`config.mk`:
```
export PLATFORM = sky130hd
export DESIGN_NAME = rv_test_status_monitor
export DESIGN_NICKNAME = d
export VERILOG_FILES = /design/src/rtl/rv_test_status_monitor.sv
export SDC_FILE = /design/constraint.sdc
export NUM_CORES = 1
export LEC_CHECK = 0
export ABC_CLOCK_PERIOD_IN_PS = 1950
export BUFFER_PORTS_ARGS = -buffer_cell sky130_fd_sc_hd__buf_2
export CAP_MARGIN = 20
export CORE_MARGIN = 1
export CORE_UTILIZATION = 30
export CTS_CLUSTER_SIZE = 28
export DETAILED_ROUTE_END_ITERATION = 12
export MAX_ROUTING_LAYER = met4
export SYNTH_ARGS = -nofsm -noshare
export SYNTH_HDL_FRONTEND = slang
export SYNTH_SLANG_ARGS = --single-unit
```
`constraint.sdc`:
```
create_clock -name clk -period 1.95 [get_ports clk]
set_input_delay 0.39 -clock clk [delete_from_list [all_inputs] [get_ports clk]]
set_output_delay 0.39 -clock clk [all_outputs]
set_load 0.02 [all_outputs]
```
`src/rtl/rv_test_status_monitor.sv`:
```
// rv_test_status_monitor: riscv-tests result monitor. Watches decoded
// instructions, latches gp (x3) on ECALL and reports PASS/FAIL/TIMEOUT.
//
// Ports:
//   clk, rst_n      clock, asynchronous active-low reset
//   inst_valid      inst is a real decoded instruction this cycle
//   inst, pc        instruction word at decode and its PC
//   gp_value        current x3 from the register file
//   clear           synchronous return to IDLE, counters/results zeroed
//   done/pass/fail/timeout  sticky result flags (one-hot when done)
//   fail_testnum    gp_value[XLEN-1:1] latched at a failing ECALL
//   retired         saturating count of valid instructions
//   led_out         {done, pass, fail, timeout, state nibble}
//   ecall_pc        PC of the terminating ECALL (zero unless enabled)
//
// Optional: define RV_TEST_MON_ECALL_PC_EN to build the ecall_pc capture.

module rv_test_status_monitor #(
    parameter int XLEN           = 32,
    parameter int TIMEOUT_CYCLES = 500000,
    parameter int CNT_W          = 24,
    parameter int HB_BIT         = 22
) (
    input  logic            clk,
    input  logic            rst_n,
    input  logic            inst_valid,
    input  logic [31:0]     inst,
    input  logic [XLEN-1:0] pc,
    input  logic [XLEN-1:0] gp_value,
    input  logic            clear,
    output logic            done,
    output logic            pass,
    output logic            fail,
    output logic            timeout,
    output logic [XLEN-2:0] fail_testnum,
    output logic [31:0]     retired,
    output logic [7:0]      led_out,
    output logic [XLEN-1:0] ecall_pc
);

    typedef enum logic [2:0] {
        S_IDLE,
        S_RUN,
        S_PASS,
        S_FAIL,
        S_TIMEOUT
    } state_t;

    localparam logic [31:0]      ECALL_WORD = 32'h0000_0073;
    localparam logic [CNT_W-1:0] CNT_LAST   = CNT_W'(TIMEOUT_CYCLES - 1);

    state_t            state_q, state_d;
    logic [CNT_W-1:0]  cnt_q, cnt_d;
    logic [31:0]       ret_q, ret_d, ret_inc;
    logic [XLEN-2:0]   num_q, num_d;
    logic              is_ecall;
    logic              gp_one;
    logic              ecall_end;
    logic [3:0]        led_lo;

    assign is_ecall = inst_valid && (inst == ECALL_WORD);
    assign gp_one   = (gp_value == XLEN'(1));
    assign ret_inc  = (ret_q == 32'hFFFF_FFFF) ? ret_q : ret_q + 32'd1;

    always_ff @(posedge clk or negedge rst_n) begin
        if (!rst_n) begin
            state_q <= S_IDLE;
            cnt_q   <= '0;
            ret_q   <= '0;
            num_q   <= '0;
        end else begin
            state_q <= state_d;
            cnt_q   <= cnt_d;
            ret_q   <= ret_d;
            num_q   <= num_d;
        end
    end

    always_comb begin
        state_d   = state_q;
        cnt_d     = cnt_q;
        ret_d     = ret_q;
        num_d     = num_q;
        ecall_end = 1'b0;
        if (clear) begin
            state_d = S_IDLE;
            cnt_d   = '0;
            ret_d   = '0;
            num_d   = '0;
        end else begin
            unique case (state_q)
                S_IDLE: begin
                    if (inst_valid) begin
                        ret_d   = ret_inc;
                        state_d = S_RUN;
                        // an ECALL as the very first instruction ends the run
                        if (is_ecall) begin
                            ecall_end = 1'b1;
                        end
                    end
                end
                S_RUN: begin
                    cnt_d = cnt_q + CNT_W'(1);
                    if (inst_valid) begin
                        ret_d = ret_inc;
                    end
                    // ECALL beats a coincident timeout
                    if (is_ecall) begin
                        ecall_end = 1'b1;
                    end else if (cnt_q == CNT_LAST) begin
                        state_d = S_TIMEOUT;
                    end
                end
                S_PASS, S_FAIL, S_TIMEOUT: begin
                end
            endcase
            if (ecall_end) begin
                if (gp_one) begin
                    state_d = S_PASS;
                end else begin
                    state_d = S_FAIL;
                    num_d   = gp_value[XLEN-1:1];
                end
            end
        end
    end

    assign pass         = (state_q == S_PASS);
    assign fail         = (state_q == S_FAIL);
    assign timeout      = (state_q == S_TIMEOUT);
    assign done         = pass || fail || timeout;
    assign fail_testnum = num_q;
    assign retired      = ret_q;

    always_comb begin
        led_lo = 4'h0;
        unique case (state_q)
            S_IDLE:    led_lo = 4'h0;
            S_RUN:     led_lo = {3'b000, cnt_q[HB_BIT]};
            S_PASS:    led_lo = 4'hF;
            S_FAIL:    led_lo = num_q[3:0];
            S_TIMEOUT: led_lo = 4'hA;
        endcase
    end

    assign led_out = {done, pass, fail, timeout, led_lo};

`ifdef RV_TEST_MON_ECALL_PC_EN
    logic [XLEN-1:0] epc_q;

    always_ff @(posedge clk or negedge rst_n) begin
        if (!rst_n) begin
            epc_q <= '0;
        end else if (clear) begin
            epc_q <= '0;
        end else if (ecall_end) begin
            epc_q <= pc;
        end
    end

    assign ecall_pc = epc_q;
`else
    logic unused_pc;
    assign unused_pc = ^pc;
    assign ecall_pc  = '0;
`endif

endmodule

```
==> results.ini, run 1 <==
[place]
dpl_cell_area_mm2=0.006067
gp_congestion=0.8236
dp_hpwl_um=9230
placedCellCount=872
port_buffers=142
place_ws_ns=-0.2300

[yosys]
synthArstFlopShare=1.000
yosysTopAreaCell=dfrtp_1
synth-compound-area-share=0.1416
yosysMostFrequentCell=dfrtp_1
synth_area_leaders=dfrtp_1 (47%), buf_4 (5.8%), a22o_1 (5.7%), xor2_1 (3.8%), nand4_1 (3.3%)
synth_warnings=0
synth-edff-count=0
ys_dominant_reg_cell=dfrtp_1
yosysTopAreaCellShare=0.4694
syn_inst=486
synth.ff_latch_count=90
avgSynthCellArea_um2=9.873
yosys.area_share.xor_xnor=0.04198
synthTopCellsByCount=dfrtp_1 (90), nor2_1 (41), buf_4 (37)
yosysSeqAreaShare=0.4694
syn_area_mm2=0.004798
ys_types=52
synth-simple-area-share=0.2428
muxShareOfSynthArea=0.009126
synth_top_family_by_area=simple AND/OR/NAND/NOR gates
synth_adder_area_share=0.005215

[power_and_ir_drop]
p_int_uw=2914
ir_drop_mv=0.4129
powerDensity_mw_per_mm2=587.8
sw_frac_of_total=0.2636
leakage_uw=0.003227
pwr-share-seq=0.476
p_comb_frac=0.088
p_clk_frac=0.436
power_switching_uw=1043

[global_routing]
use_met1=0.1957
globalRouteMet3Util=0.03202
gr-max-usage-layer=met2
grt_pass1_vias=4339
grtUsageTotal=0.1587
overflow=0
grt_max_degree=62
grt_pass1_wl_um=20380
grtUsageMet2=0.2642
grt_antenna_before_repair=0

[routing]
drt_first_iter_violations=231
wl_per_cell_um=14.66
dr.pass1.iters=6
vias=4508
drt-total-wl_um=13280
viasPerCell=4.976
ant_nets=0
drc_errors=0

[timing]
clock_skew_ns=0.01003
setup_violations=37
max_freq_ghz=0.5018
final.min_clock_period_ns=1.993
final_max_slew_viol_count=0
min_period_over_period=1.022
grt_setup_unrepaired=yes
hold_viol=0
setup_ws_ns=-0.04282
fin_tns_setup_ns=-0.9771

[floorplanning]
die_w_um=128.5
row_count=45
fp.dieH_um=128.5
start_util=0.3110
die_area_mm2=0.01650
core_mm2=0.01543
io_pins=207

[critical_path]
reg2reg_depth=6
r2r-end=fail_testnum[5]
crit_arrival_ns=2.23
r2r_slack_ns=-0.04
r2r_start=state_q[1]
cp_data_required_time_ns=2.19
cp-start-kind=flop
path_class=flop to flop
crit_path_end_kind=flop
critPathMaxFanout=8

[min_path]
worstHoldStart=gp_value[14]
hold_path_depth=2
hold_class=input port to flop
min_to=fail_testnum[13]

[cells_and_area]
nets=792
syn_to_final_growth_pct=40.29
final_area_mm2=0.006731
final_cell_count_no_fill=906
diodes=0
drive_above_1_share=0.4187

[status]
violations=setup timing
status=complete, but fails checks

[run]
cap_violations=0

[clock_tree]
cts_tree=yes
cts_made_buffers=9
cts_htree_levels=3
cts_sinks=90
path_clk_slew_ns=0.08
cts_buffer_depth=2
clockRootBuffer=clkbuf_16
worstSkewPairLatency_ns=0.35

-- placed cells by master (no fill, tap or decap), types with 3 or more instances in the layout --
master and instances:
o21ai_1 9, and3_1 3, nor2_1 39, conb_1 32, nor4b_1 4, buf_4 63
o21ai_0 9, dfrtp_1 68, nand3_1 22, o31ai_1 11, a21oi_1 30, nor4_1 14
nor2b_1 3, or4_1 10, buf_6 13, xor2_1 21, nand2_1 21, and4_1 9
inv_6 3, inv_1 6, buf_12 5, nor3_1 5, a22o_1 31, nand4_1 25
or3_1 17, dfrtp_2 22, clkbuf_16 13, buf_2 134, mux2_4 3
-- metal layers --
metal,up-vias,wire [um]
met4,0,132
met3,16,581
li1,2154,-
met2,146,6866
met5,-,0
met1,2192,5699
-- power groups by stage --
stage / logic (uW) / clock network, uW / registers (uW)
6_report: 349 / 1730 / 1880
5_1_grt: 382 / 1840 / 1880
4_1_cts: 327 / 1770 / 1880
3_5_place_dp: 325 / 0 / 1920
3_3_place_gp: 318 / 0 / 1920
2_1_floorplan: 190 / 0 / 1930
-- per-stage QoR --
stage	utilization	hold slack, ns	power, uW
3_5_place_dp	0.3933	0.3587	2244
4_1_cts	0.4174	0.2690	3980
2_1_floorplan	-	0.09441	2118
5_1_grt	0.4363	0.2677	4108
3_3_place_gp	0.3933	0.3525	2236
6_report	0.4363	0.2786	3957
-- worst max path at each step --
| stage | startpoint | endpoint | slack [ns] | cells after the start |
|---|---|---|---|---|
| 3_5_place_dp | inst[3] | fail_testnum[20] | -0.23 | 7 |
| 2_1_floorplan | retired[17] | retired[1] | -0.03 | 7 |
| 6_report | state_q[1] | fail_testnum[5] | -0.04 | 6 |
| 3_3_place_gp | inst[16] | fail_testnum[9] | -0.21 | 8 |
| 5_1_grt | state_q[1] | fail_testnum[26] | -0.14 | 7 |
| 4_1_cts | state_q[2] | retired[28] | -0.07 | 7 |
-- logic make-up after synthesis --
kind of cell,count (synthesis)
AND/OR/NAND/NOR,199
AO/OA/AOI/OAI,100
flip-flops,90
buffers and inverters,67
XOR/XNOR,23
multiplexers,4
adder cells (fa/ha/maj),2
other,1
-- state kept, by name, summed over array words and instances (netlist names) --
| name | count |
|---|---|
| cnt_q | 24 |
| fail_testnum | 31 |
| retired | 32 |
| state_q | 3 |
-- cell type report --
type                            count  area [um^2]
Timing Repair Buffer              221         1515
Sequential cell                    90         2280
Inverter                            7        26.28
Clock buffer                        9        225.2
Clock inverter                      7        73.82
Multi-Input combinational cell    361         2347
Tap cell                          211        264.0
Fill cell                        1486         8696
-- critical path, stage by stage, from the launching register on --
cell	delay, ns
dfrtp_2	0.44
nor3b_4	0.34
nand3_1	0.13
or3_4	0.37
o21a_4	0.25
clkbuf_16	0.17
a22o_1	0.18
-- repair_timing --
| item | 4_1_cts | 5_1_grt |
|---|---|---|
| gates cloned | 0 | 7 |
| resized for setup | 13 | 35 |
| hold endpoints to repair | 29 | 0 |
| setup endpoints to repair | 50 | 72 |
| setup buffers | 2 | 8 |
| hold buffers | 1 | 0 |
| pin swaps | 9 | 16 |
(Power assumes the default switching activity.)
==> run 2: changes to the inputs <==
--- a/config.mk
+++ b/config.mk
@@ -5,6 +5,7 @@
 export SDC_FILE = /design/constraint.sdc
 export NUM_CORES = 1
 export LEC_CHECK = 0
+export ABC_AREA = 1
 export ABC_CLOCK_PERIOD_IN_PS = 1950
 export BUFFER_PORTS_ARGS = -buffer_cell sky130_fd_sc_hd__buf_2
 export CAP_MARGIN = 20
==> run 2 against run 1 <==
- the run now ends clean
- worst setup slack better by 0.12 ns
- via count is 28% higher
- area after synthesis is 23% higher
- clock skew is 0.0040 ns lower
- fmax is 6.5% higher
- combinational power grew to 2.9 times the previous value
- clock-buffer cell count stayed put
- clock power hardly changed
- worst hold slack worse by 0.0045 ns
- global-route usage is 1.5 points higher
- first-iteration DRC count is 41% higher
- critical endpoint is now led_out[3]
- largest cell class unchanged
- largest power group unchanged
==> results.ini, run 2 <==
[routing]
vias=5783
viasPerCell=4.476
dr.pass1.iters=4
drc_errors=0
ant_nets=0
drt_first_iter_violations=326
wl_per_cell_um=12.45
drt-total-wl_um=16090

[floorplanning]
io_pins=207
start_util=0.3112
die_w_um=142.2
row_count=50
fp.dieH_um=142.2
core_mm2=0.01896
die_area_mm2=0.02023

[yosys]
synth_warnings=0
yosysTopAreaCellShare=0.3818
avgSynthCellArea_um2=6.850
yosysTopAreaCell=dfrtp_1
syn_inst=861
ys_dominant_reg_cell=dfrtp_1
ys_types=38
synthArstFlopShare=1.000
synth.ff_latch_count=90
yosysMostFrequentCell=nand2_1
synth-edff-count=0
yosysSeqAreaShare=0.3818
synth_area_leaders=dfrtp_1 (38%), nand2_1 (15%), inv_1 (7.9%), nand3_1 (6.7%), nor2_1 (6.7%)
synthTopCellsByCount=nand2_1 (231), inv_1 (124), nor2_1 (105)
syn_area_mm2=0.005898

[clock_tree]
worstSkewPairLatency_ns=0.35
path_clk_slew_ns=0.07
cts_tree=yes
cts_sinks=90
cts_buffer_depth=2
cts_htree_levels=3
cts_made_buffers=9
clockRootBuffer=clkbuf_16

[cells_and_area]
drive_above_1_share=0.2335
final_area_mm2=0.007320
nets=1129
final_common_cell=nand2_1
final_cell_mix=nand2_1 (230), buf_2 (139), inv_1 (118)
largest_reg_flops=32
final_cell_count_no_fill=1292
syn_to_final_growth_pct=24.10
diodes=0
final_util=0.3861

[critical_path]
max_stage_delay_ns=0.39
path_class=flop to output pin
cp_data_required_time_ns=1.56
critPathMaxFanout=4
r2r-end=retired[30]
cp_num_buf_inv=3
crit_path_end_kind=output pin
path_delay_family=flip-flops
cp-start-kind=flop
reg2reg_depth=8
r2r_start=retired[8]
critPathSlowestCell=dfrtp_1
cp-startpoint=state_q[0]
path_cells=buf_4 -> nor3_4 -> inv_2 -> nand2_2 -> o21a_1 -> buf_4
cpMostUsedCell=buf_4
crit_arrival_ns=1.48
r2r_slack_ns=0.19
cp.depth=6

[global_routing]
overflow=0
grt_pass1_wl_um=26850
grt_max_degree=42
grt_antenna_before_repair=0
grtUsageTotal=0.1735
grt_pass1_vias=5475

[min_path]
hold_class=input port to flop
min_to=fail_testnum[16]
hold_path_depth=3
worstHoldStart=gp_value[17]

[status]
status=finished clean

[timing]
max_freq_ghz=0.5343
clock_skew_ns=0.006047
setup_violations=0
grt_setup_unrepaired=yes
setup_ws_ns=0.07834
final_max_slew_viol_count=0
min_period_over_period=0.9598
hold_viol=0
final.min_clock_period_ns=1.872
fin_tns_setup_ns=0

[run]
cap_violations=0

[place]
port_buffers=142
dpl_cell_area_mm2=0.006929
placedCellCount=1267
place_ws_ns=0.1617
gp_congestion=0.9047
dp_hpwl_um=12350

[power_and_ir_drop]
ir_drop_mv=0.5240
powerDensity_mw_per_mm2=641.3
leakage_uw=0.003712

## run 2: cell types whose count changed after synthesis, moves of 23 or more
cell,previous run,this run
a21oi_1,31,8
nor2_1,41,105
nand2_1,23,231
nand3_1,23,79
inv_1,7,124
o21ai_1,7,31
o21ai_0,12,39
nor3_1,7,30
a22o_1,31,0
## run 2: cell families (layout without fill, tap and decap cells)
logic type                 Yosys count  after routing  synth area share
DFF                                 90             90            0.3818
xor gates and xnor gates             2              2          0.002970
other                                1             32         0.0006358
and+or+nand+nor                    484            484            0.3591
AOI/OAI and AO/OA                  102            102            0.1014
adders and majority gates            2              2          0.004242
buffers and inverters              180            320            0.1498
## run 2: report_power, final
part           switching [uW]  internal (uW)  leakage [uW]  total [uW]
sequential               37.3           1910       0.00125        1950
combinational             645            365       0.00232        1010
clock                     843            891      0.000139        1730
## run 2: worst max-delay path by stage
stage	end	slack, ns
floorplan	retired[11]	0.11
CTS	led_out[3]	0.02
detailed placement	fail_testnum[10]	0.16
finish	led_out[3]	0.08
global route	led_out[1]	-0.02
global placement	fail_testnum[30]	0.21
## run 2: area by class of cell
| class | instances | area [um^2] |
|---|---|---|
| Tap cell | 260 | 325.3 |
| Inverter | 125 | 469.2 |
| Clock inverter | 7 | 58.81 |
| Sequential cell | 90 | 2253 |
| Multi-Input combinational cell | 622 | 2914 |
| Timing Repair Buffer | 179 | 1074 |
| Clock buffer | 9 | 225.2 |
| Fill cell | 2038 | 11640 |
## run 2: repair_timing
item | CTS | global route
gates resized for setup | 9 | 9
pin swaps | 2 | 2
setup buffers | 2 | 6
hold endpoints to repair | 21 | 0
endpoints found under the setup margin | 5 | 31
hold buffers | 1 | 0
## run 2: metal layers
layer,vias to the layer above,global-route usage,share of wire
li1,3003,-,-
met1,2599,0.2200,0.47
met2,163,0.2735,0.46
met3,18,0.03668,0.055
met4,0,0.05942,0.016
met5,-,-,0
## run 2: tightest hold or removal path, stage by stage
cell and delay (ns):
buf_2 0.10, inv_1 0.04, o21ai_1 0.06
## run 2: through the flow
| stage | total power [uW] | hold slack (ns) |
|---|---|---|
| after global placement | 2878 | 0.3146 |
| after floorplan | 2614 | 0.09441 |
| after detailed placement | 2893 | 0.3156 |
| after global routing | 4937 | 0.2606 |
| after CTS | 4683 | 0.2592 |
| final | 4694 | 0.2741 |
